==> src/rtl/phase_search_ctrl.sv <==
// Automatic sampling-phase search: sweep four phases, measure errors per window,
// lock on the best phase and restart the search when the locked error rate degrades.
module phase_search_ctrl #(
  parameter int unsigned SETTLE_SYMS = 16,
  parameter int unsigned WINDOW_SYMS = 511,
  parameter int unsigned ERR_W       = 10,
  parameter int unsigned RELOCK_THR  = 8
) (
  input  logic             clk,
  input  logic             rst,
  input  logic             i_enable,
  input  logic             i_start,
  input  logic             i_valid,
  input  logic             i_error,
  output logic [1:0]       o_phase,
  output logic             o_locked,
  output logic             o_busy,
  output logic [ERR_W-1:0] o_best_err,
  output logic             o_relock
);

  localparam int unsigned MaxSyms = (WINDOW_SYMS > SETTLE_SYMS) ? WINDOW_SYMS : SETTLE_SYMS;
  localparam int unsigned CntW    = $clog2(MaxSyms + 1);

  localparam logic [CntW-1:0]  SettleEnd = CntW'(SETTLE_SYMS);
  localparam logic [CntW-1:0]  WindowEnd = CntW'(WINDOW_SYMS);
  localparam logic [ERR_W-1:0] RelockThr = ERR_W'(RELOCK_THR);

  typedef enum logic [2:0] {StIdle, StSettle, StMeasure, StEval, StLock} state_e;

  state_e           state_q, state_d;
  logic [CntW-1:0]  sym_cnt_q, sym_cnt_d;
  logic [ERR_W-1:0] err_cnt_q, err_cnt_d;
  logic [1:0]       cur_phase_q, cur_phase_d;
  logic [1:0]       best_phase_q, best_phase_d;
  logic [ERR_W-1:0] best_err_q, best_err_d;
  logic [1:0]       phase_q, phase_d;
  logic [ERR_W-1:0] best_err_out_q, best_err_out_d;
  logic             relock_q, relock_d;

  logic [CntW-1:0]  sym_inc;
  logic [ERR_W-1:0] err_next;
  logic [ERR_W-1:0] eval_best_err;
  logic [1:0]       eval_best_phase;

  always_comb begin
    sym_inc  = sym_cnt_q + CntW'(1);
    // Saturating error increment
    err_next = err_cnt_q;
    if (i_error && (err_cnt_q != '1)) begin
      err_next = err_cnt_q + ERR_W'(1);
    end

    // Strict compare so ties keep the earlier (lower) phase
    eval_best_err   = best_err_q;
    eval_best_phase = best_phase_q;
    if (err_cnt_q < best_err_q) begin
      eval_best_err   = err_cnt_q;
      eval_best_phase = cur_phase_q;
    end
  end

  always_comb begin
    state_d        = state_q;
    sym_cnt_d      = sym_cnt_q;
    err_cnt_d      = err_cnt_q;
    cur_phase_d    = cur_phase_q;
    best_phase_d   = best_phase_q;
    best_err_d     = best_err_q;
    phase_d        = phase_q;
    best_err_out_d = best_err_out_q;
    relock_d       = 1'b0;

    if (!i_enable) begin
      state_d   = StIdle;
      sym_cnt_d = '0;
      err_cnt_d = '0;
    end else begin
      unique case (state_q)
        StIdle: begin
          if (i_start) begin
            state_d      = StSettle;
            phase_d      = 2'd0;
            cur_phase_d  = 2'd0;
            best_err_d   = '1;
            best_phase_d = 2'd0;
            sym_cnt_d    = '0;
            err_cnt_d    = '0;
          end
        end
        StSettle: begin
          if (i_valid) begin
            if (sym_inc == SettleEnd) begin
              state_d   = StMeasure;
              sym_cnt_d = '0;
              err_cnt_d = '0;
            end else begin
              sym_cnt_d = sym_inc;
            end
          end
        end
        StMeasure: begin
          if (i_valid) begin
            sym_cnt_d = sym_inc;
            err_cnt_d = err_next;
            if (sym_inc == WindowEnd) begin
              state_d = StEval;
            end
          end
        end
        StEval: begin
          best_err_d   = eval_best_err;
          best_phase_d = eval_best_phase;
          sym_cnt_d    = '0;
          err_cnt_d    = '0;
          if (cur_phase_q != 2'd3) begin
            cur_phase_d = cur_phase_q + 2'd1;
            phase_d     = cur_phase_q + 2'd1;
            state_d     = StSettle;
          end else begin
            phase_d        = eval_best_phase;
            best_err_out_d = eval_best_err;
            state_d        = StLock;
          end
        end
        StLock: begin
          if (i_valid) begin
            if (sym_inc == WindowEnd) begin
              sym_cnt_d = '0;
              err_cnt_d = '0;
              if (err_next > RelockThr) begin
                relock_d     = 1'b1;
                state_d      = StSettle;
                phase_d      = 2'd0;
                cur_phase_d  = 2'd0;
                best_err_d   = '1;
                best_phase_d = 2'd0;
              end
            end else begin
              sym_cnt_d = sym_inc;
              err_cnt_d = err_next;
            end
          end
        end
        default: state_d = StIdle;
      endcase
    end
  end

  always_ff @(posedge clk) begin
    if (!rst) begin
      state_q        <= StIdle;
      sym_cnt_q      <= '0;
      err_cnt_q      <= '0;
      cur_phase_q    <= 2'd0;
      best_phase_q   <= 2'd0;
      best_err_q     <= '0;
      phase_q        <= 2'd0;
      best_err_out_q <= '0;
      relock_q       <= 1'b0;
    end else begin
      state_q        <= state_d;
      sym_cnt_q      <= sym_cnt_d;
      err_cnt_q      <= err_cnt_d;
      cur_phase_q    <= cur_phase_d;
      best_phase_q   <= best_phase_d;
      best_err_q     <= best_err_d;
      phase_q        <= phase_d;
      best_err_out_q <= best_err_out_d;
      relock_q       <= relock_d;
    end
  end

  assign o_phase    = phase_q;
  assign o_best_err = best_err_out_q;
  assign o_relock   = relock_q;
  assign o_locked   = (state_q == StLock);
  assign o_busy     = (state_q == StSettle) || (state_q == StMeasure) || (state_q == StEval);

endmodule

==> config.mk <==
export PLATFORM = sky130hd
export DESIGN_NAME = phase_search_ctrl
export DESIGN_NICKNAME = d
export VERILOG_FILES = /design/src/rtl/phase_search_ctrl.sv
export SDC_FILE = /design/constraint.sdc
export NUM_CORES = 1
export LEC_CHECK = 0
export CORE_ASPECT_RATIO = 1.25
export CORE_MARGIN = 2
export CORE_UTILIZATION = 65
export CTS_CLUSTER_DIAMETER = 40
export DETAILED_ROUTE_END_ITERATION = 6
export DONT_BUFFER_PORTS = 1
export HOLD_SLACK_MARGIN = 0.12
export PLACE_DENSITY = 0.78
export SETUP_SLACK_MARGIN = 0.15
export SLEW_MARGIN = 5
export SYNTH_ARGS = -nofsm -noshare
export SYNTH_HDL_FRONTEND = slang
export SYNTH_SLANG_ARGS = --single-unit
==> constraint.sdc <==
create_clock -name clk -period 4 [get_ports clk]
set_clock_uncertainty 0.2 [all_clocks]
set_input_delay 0 -clock clk [delete_from_list [all_inputs] [get_ports clk]]
set_output_delay 0 -clock clk [all_outputs]
set_load 0.02 [all_outputs]
==> results of run 1 <==
==> final cells by class <==
type,count,area share [%]
clock buffer,5,2.17
clock inverter,1,0.158
inverter,21,2.48
multi-input combinational,293,59.3
sequential,49,30.9
tap,58,2.28
timing repair buffer,9,2.76
==> where the power goes <==
part | total (W) | switching, W | leakage [nW] | internal, W
sequential | 0.000506 | 0.0000101 | 0.397 | 0.000496
clock | 0.000274 | 0.000158 | 0.0399 | 0.000115
combinational | 0.0000995 | 0.0000636 | 0.619 | 0.0000359
==> registers in the layout, summed over array words and instances (netlist names) <==
signal and flops:
best_phase_q 2, best_err_q 10, sym_cnt_q 9, cur_phase_q 2
o_best_err 10, state_q 3, o_relock 1, o_phase 2
err_cnt_q 10
==> worst max path at each step <==
| stage | to | slack (ps) | cells past startpoint |
|---|---|---|---|
| floorplan | err_cnt_q[7] | 1530 | 8 |
| global placement | best_err_q[9] | 980 | 6 |
| detailed placement | best_err_q[4] | 930 | 7 |
| CTS | best_err_q[2] | 410 | 8 |
| global route | best_err_q[2] | 160 | 7 |
| finish | best_err_q[2] | 380 | 7 |
==> metrics by stage <==
stage,utilization [%],cell area [µm²]
after floorplan,-,3070
after global placement,67.8,3020
after detailed placement,67.8,3020
after CTS,71.2,3180
after global routing,71.2,3180
final,71.2,3180
==> kinds of logic after synthesis <==
family                   count (synthesis)  synth area share (%)
AO/OA/AOI/OAI                          106                  25.9
XOR/XNOR                                 6                  1.71
adder cells (fa/ha/maj)                 13                  5.30
buffers and inverters                   46                  6.69
flip-flops                              49                  32.0
multiplexers                             7                  2.41
AND/OR/NAND/NOR                        161                  26.0
==> tightest hold or removal path, stage by stage <==
cell,delay [ps]
and3_1,350
nor2_1,170
a311oi_1,50
==> routing by layer <==
metal,share of wire (%),up-vias,GRT usage (%)
li1,-,1410,-
met1,43,1330,33.5
met2,53,70,52.6
met3,3.7,5,4.02
met4,0.80,0,9.58
met5,0,-,0
==> cells in the mapped netlist (4+ instances only) <==
master     n  share of area, %
a211oi_1   4              0.98
a21oi_1   20               3.3
a311oi_1  10               2.9
and2_1     5               1.0
buf_2      7               1.1
clkbuf_1  13               1.6
dfxtp_1   49                32
ha_1      13               5.3
inv_1     20               2.4
mux2i_1    4               1.3
nand2_1   59               7.2
nand2b_1   8               1.6
nand3_1   14               2.3
nand4_1    9               1.8
nor2_1    27               3.3
nor2b_1    4              0.82
nor3_1     8               1.3
o211ai_1   5               1.2
o21a_1     4              0.98
o21ai_0   11               1.8
o221a_1    8               2.9
o22ai_1    5               1.0
or4_1      4              0.98
xnor2_1    4               1.1
==> timing repair <==
| action | 4_1_cts | 5_1_grt |
|---|---|---|
| hold buffers | 8 | 0 |
| setup buffers | 0 | 0 |
| endpoints found under the hold margin | 48 | 0 |
==> impl_metrics.tcl, run 1 <==
set metrics [dict create \
    yosys_warnings 0 \
    start_util_pct 68.8 \
    grt_pass1_vias 2593 \
    final.period_utilization_pct 90.4 \
    numCtsBuffers 5 \
    status "complete, no violations" \
    avgViaCountPerCell 6.46 \
    cts_max_level 2 \
    finalSetupTns_ps 0 \
    ant_nets 0 \
    hold_viol 0 \
    setup.worst_path.start_class "flop" \
    die_h_um 80.8 \
    placed_cells 422 \
    synth_nets 407 \
    coreArea_um2 4460 \
    critPathMaxStageDelay_ps 560 \
    insertedDiodeCount 0 \
    synth_edf_count 0 \
    slowest_stage "dlygate4sd3_1" \
    setup_viol 0 \
    power_w 0.000880 \
    synthDistinctLibCells 70 \
    die_area_um2 5290 \
    endpoint_kind "flop" \
    p_leak_nw 1.06 \
    instances_no_fill 436 \
    hp-class "primary input to flop" \
    final_cell_mix "59 x nand2_1, 49 x dfxtp_1, 27 x nor2_1" \
    path_buf_inv 1 \
    r2r_slack_ps 380 \
    ir_drop_v 0.000141 \
    hold_start "i_enable" \
    drt_iter0_markers 141 \
    worstReg2RegStart "err_cnt_q[7]" \
    rsz0062_at_grt "no" \
    dp_slack_ps 930 \
    track_usage_pct 28.5 \
    first_pass_iters 4 \
    multiInputGateArea_um2 1880 \
    max_freq_mhz 276 \
    wirelength_um 7150 \
    grt_antenna_before_repair 0 \
    die_w_um 65.5 \
    whs_ps 120 \
    gp_congestion 0.933 \
    tightest_slew_ps 761 \
    rows 27 \
    critPathTopFamily "compound AO/OA/AOI/OAI gates" \
    crit_fanout 14 \
    cts_sinks 49 \
    layout_commonest_cell "nand2_1" \
    clk_latency_ps 300 \
    hold_depth 3 \
    reg2regPathDepth 7 \
    p_per_area_nw_per_um2 277 \
    layout_setup_ws_ps 383 \
    pin_count 21 \
    cp.arrival_ps 3600 \
    drv_slew 0 \
    area_delta_synth_final_pct 3.51 \
    synth-seq-cells 49 \
    maxCapViolations 0 \
    cts_tree "built" \
    synthArstFlopShare_pct 0 \
    root_buffer "clkbuf_8" \
    slew_headroom_pct 49.1 \
    path_cells "ha_1 > a2111oi_0 > o211ai_1 > nand2_1 > nand3_1 > o221a_1 > dlygate4sd3_1" \
    post-route-min-period_ps 3620 \
    clk_pin_slew_ps 80 \
    r2r_end "best_err_q[2]" \
    grt_pass1_wl_um 12000 \
    cts_buffer_depth 2 \
    dp_hpwl_um 5130 \
    ys_seq_area_share_pct 32.0 \
    crit_required_ps 3990 \
    syn_area_um2 3070 \
    ff_latch_area_um2 981 \
    nFillCells 384 \
    drc_errors 0 \
    grt_max_degree 23 \
    drive_gt1_share_pct 6.61 \
    synth_area_per_cell_um2 7.91 \
    portBuffers 0 \
    final_nets 398 \
    synth_ff_type "dfxtp_1" \
    whs_endpoint "o_best_err[2]" \
    crit_start "err_cnt_q[7]" \
    synthCells 388 \
    cts_resized 0 \
    grt_overflow 0 \
    via_count 2815 \
    critical_path_class "flop to flop" \
    routedWlPerCell_um 16.4 \
]
No activity file was read; power rests on OpenSTA's default activity.
==> run 2: changes to the inputs <==
--- a/config.mk
+++ b/config.mk
@@ -5,6 +5,7 @@
 export SDC_FILE = /design/constraint.sdc
 export NUM_CORES = 1
 export LEC_CHECK = 0
+export ABC_AREA = 1
 export CORE_ASPECT_RATIO = 1.25
 export CORE_MARGIN = 2
 export CORE_UTILIZATION = 65
==> impl_metrics.tcl, run 2 <==
set metrics [dict create \
    status "complete, no violations" \
    grt_overflow 0 \
    synth_area_per_cell_um2 6.31 \
    critPathMaxStageDelay_ps 590 \
    setup_viol 0 \
    design_area_um2 3590 \
    synth-seq-cells 49 \
    die_area_um2 5860 \
    synthArstFlopShare_pct 0 \
    ant_nets 0 \
    path_buf_inv 1 \
    cts_sinks 49 \
    area_delta_synth_final_pct 5.12 \
    pin_count 21 \
    maxCapViolations 0 \
    synth_nets 561 \
    avgViaCountPerCell 5.32 \
    insertedDiodeCount 0 \
    gp_congestion 0.916 \
    p_per_area_nw_per_um2 412 \
    cts_resized 0 \
    yosys.area.top_type "dfxtp_1" \
    ir_drop_v 0.000316 \
    final_nets 562 \
    grt_pass1_vias 2904 \
    synthDistinctLibCells 35 \
    die_h_um 85.1 \
    portBuffers 0 \
    synth_edf_count 0 \
    grt_antenna_before_repair 0 \
    drc_errors 0 \
    crit_fanout 22 \
    cts_tree "built" \
    cts_buffer_depth 2 \
    synth_ff_type "dfxtp_1" \
    drt_iter0_markers 169 \
    crit_required_ps 4050 \
    ff_latch_area_um2 981 \
    start_util_pct 67.3 \
    synthCells 542 \
    path_cells "ha_1 > a21boi_0 > o211ai_1 > nand3_1 > o21ai_0 > nor2_1 > nand3_1 > nand2_1 > dlygate4sd3_1 > nor2_1" \
    dp_hpwl_um 5700 \
    root_buffer "clkbuf_8" \
    routedWlPerCell_um 12.6 \
    die_w_um 68.9 \
    rows 29 \
    post-route-util_pct 70.8 \
    netlist_top_cells_count "153 x nand2_1, 80 x inv_1, 49 x dfxtp_1" \
    first_pass_iters 4 \
    track_usage_pct 28.2 \
    drive_gt1_share_pct 13.1 \
    grt_pass1_wl_um 13000 \
    numCtsBuffers 5 \
    synth_top_area_share_pct 28.7 \
    nFillCells 493 \
    layout_commonest_cell "nand2_1" \
    syn_area_um2 3420 \
    clk_pin_slew_ps 90 \
    placed_area_um2 3430 \
    yosys_warnings 0 \
    slowest_stage "dlygate4sd3_1" \
    coreArea_um2 5080 \
    critical_path_class "flop to flop" \
    cp.arrival_ps 3350 \
    hp-class "primary input to flop" \
    tightest_slew_ps 729 \
    multiInputGateArea_um2 2010 \
    rsz0062_at_grt "no" \
    wirelength_um 7660 \
    grt_max_degree 23 \
    cts_max_level 2 \
    post-route-min-period_ps 3300 \
    max_freq_mhz 303 \
    hold_viol 0 \
    finalSetupTns_ps 0 \
    whs_ps 146 \
    critPathTopFamily "simple AND/OR/NAND/NOR gates" \
    final.period_utilization_pct 82.5 \
    slew_headroom_pct 51.3 \
    postCtsSetupBuffers 0 \
    ys_seq_area_share_pct 28.7 \
    p_leak_nw 1.69 \
    yosysMostFrequentCell "nand2_1" \
    ys_top_cells_by_area "dfxtp_1 29%, nand2_1 17%, inv_1 8.8%" \
    final_cell_mix "153 x nand2_1, 80 x inv_1, 49 x dfxtp_1" \
    endpoint_kind "flop" \
    via_count 3226 \
    clk_latency_ps 310 \
    setup.worst_path.start_class "flop" \
    drv_slew 0 \
]
run 2: where the power goes:
group          internal [W]  switching, W  leakage, nW  total [W]
logic              0.000175      0.000422         1.24   0.000596
registers          0.000537     0.0000379        0.398   0.000575
clock network      0.000140      0.000169       0.0512   0.000310
total              0.000852      0.000629         1.69    0.00148
run 2: what timing repair did:
| item | in CTS | in global routing |
|---|---|---|
| endpoints found under the setup margin | 0 | 0 |
| hold buffers | 7 | 0 |
| hold endpoints to repair | 46 | 0 |
run 2: cell families after synthesis:
family,share of synthesized area [%]
simple gates,41.4
xor+xnor,0.769
fa+ha+maj,4.76
flops,28.7
compound gates,11.7
buf+inv,12.7
run 2: area by class of cell:
| class | count | share of cell area [%] |
|---|---|---|
| clock buffer | 6 | 2.30 |
| tap | 62 | 2.16 |
| timing repair buffer | 8 | 2.16 |
| clock inverter | 2 | 0.383 |
| inverter | 95 | 9.92 |
| sequential | 49 | 27.3 |
| multi-input combinational | 384 | 55.8 |
run 2: path summary, 6_finish.rpt:
kind,slack (ps),cells after the start,to,startpoint
max,700,10,best_err_q[9],err_cnt_q[1]
min,150,3,o_best_err[6],i_enable
max reg2reg,700,10,best_err_q[9],err_cnt_q[1]
min reg2reg,290,2,sym_cnt_q[7],sym_cnt_q[7]
run 2: worst register-to-register path, cell delays in order, from the launching register on:
cell	delay, ps
dfxtp_1	450
ha_1	270
a21boi_0	120
o211ai_1	240
nand3_1	560
o21ai_0	510
nor2_1	70
nand3_1	90
nand2_1	60
dlygate4sd3_1	590
nor2_1	90
run 2: routing by layer:
metal  vias up  part of all wire [%]  wire length, µm  track usage [%]
met3        14                   3.3              250             4.64
met1      1468                    44             3360             35.7
met5         -                     0                0                0
li1       1693                     -                -                -
met2        51                    51             3920             48.5
met4         0                   1.7              132             7.84
run 2: per-stage QoR:
stage	setup slack [ps]	std cells	total power, W
2_1_floorplan	1880	542	0.00106
3_3_place_gp	1390	591	0.00115
3_5_place_dp	1280	591	0.00116
4_1_cts	735	606	0.00148
5_1_grt	419	606	0.00159
6_report	701	606	0.00148
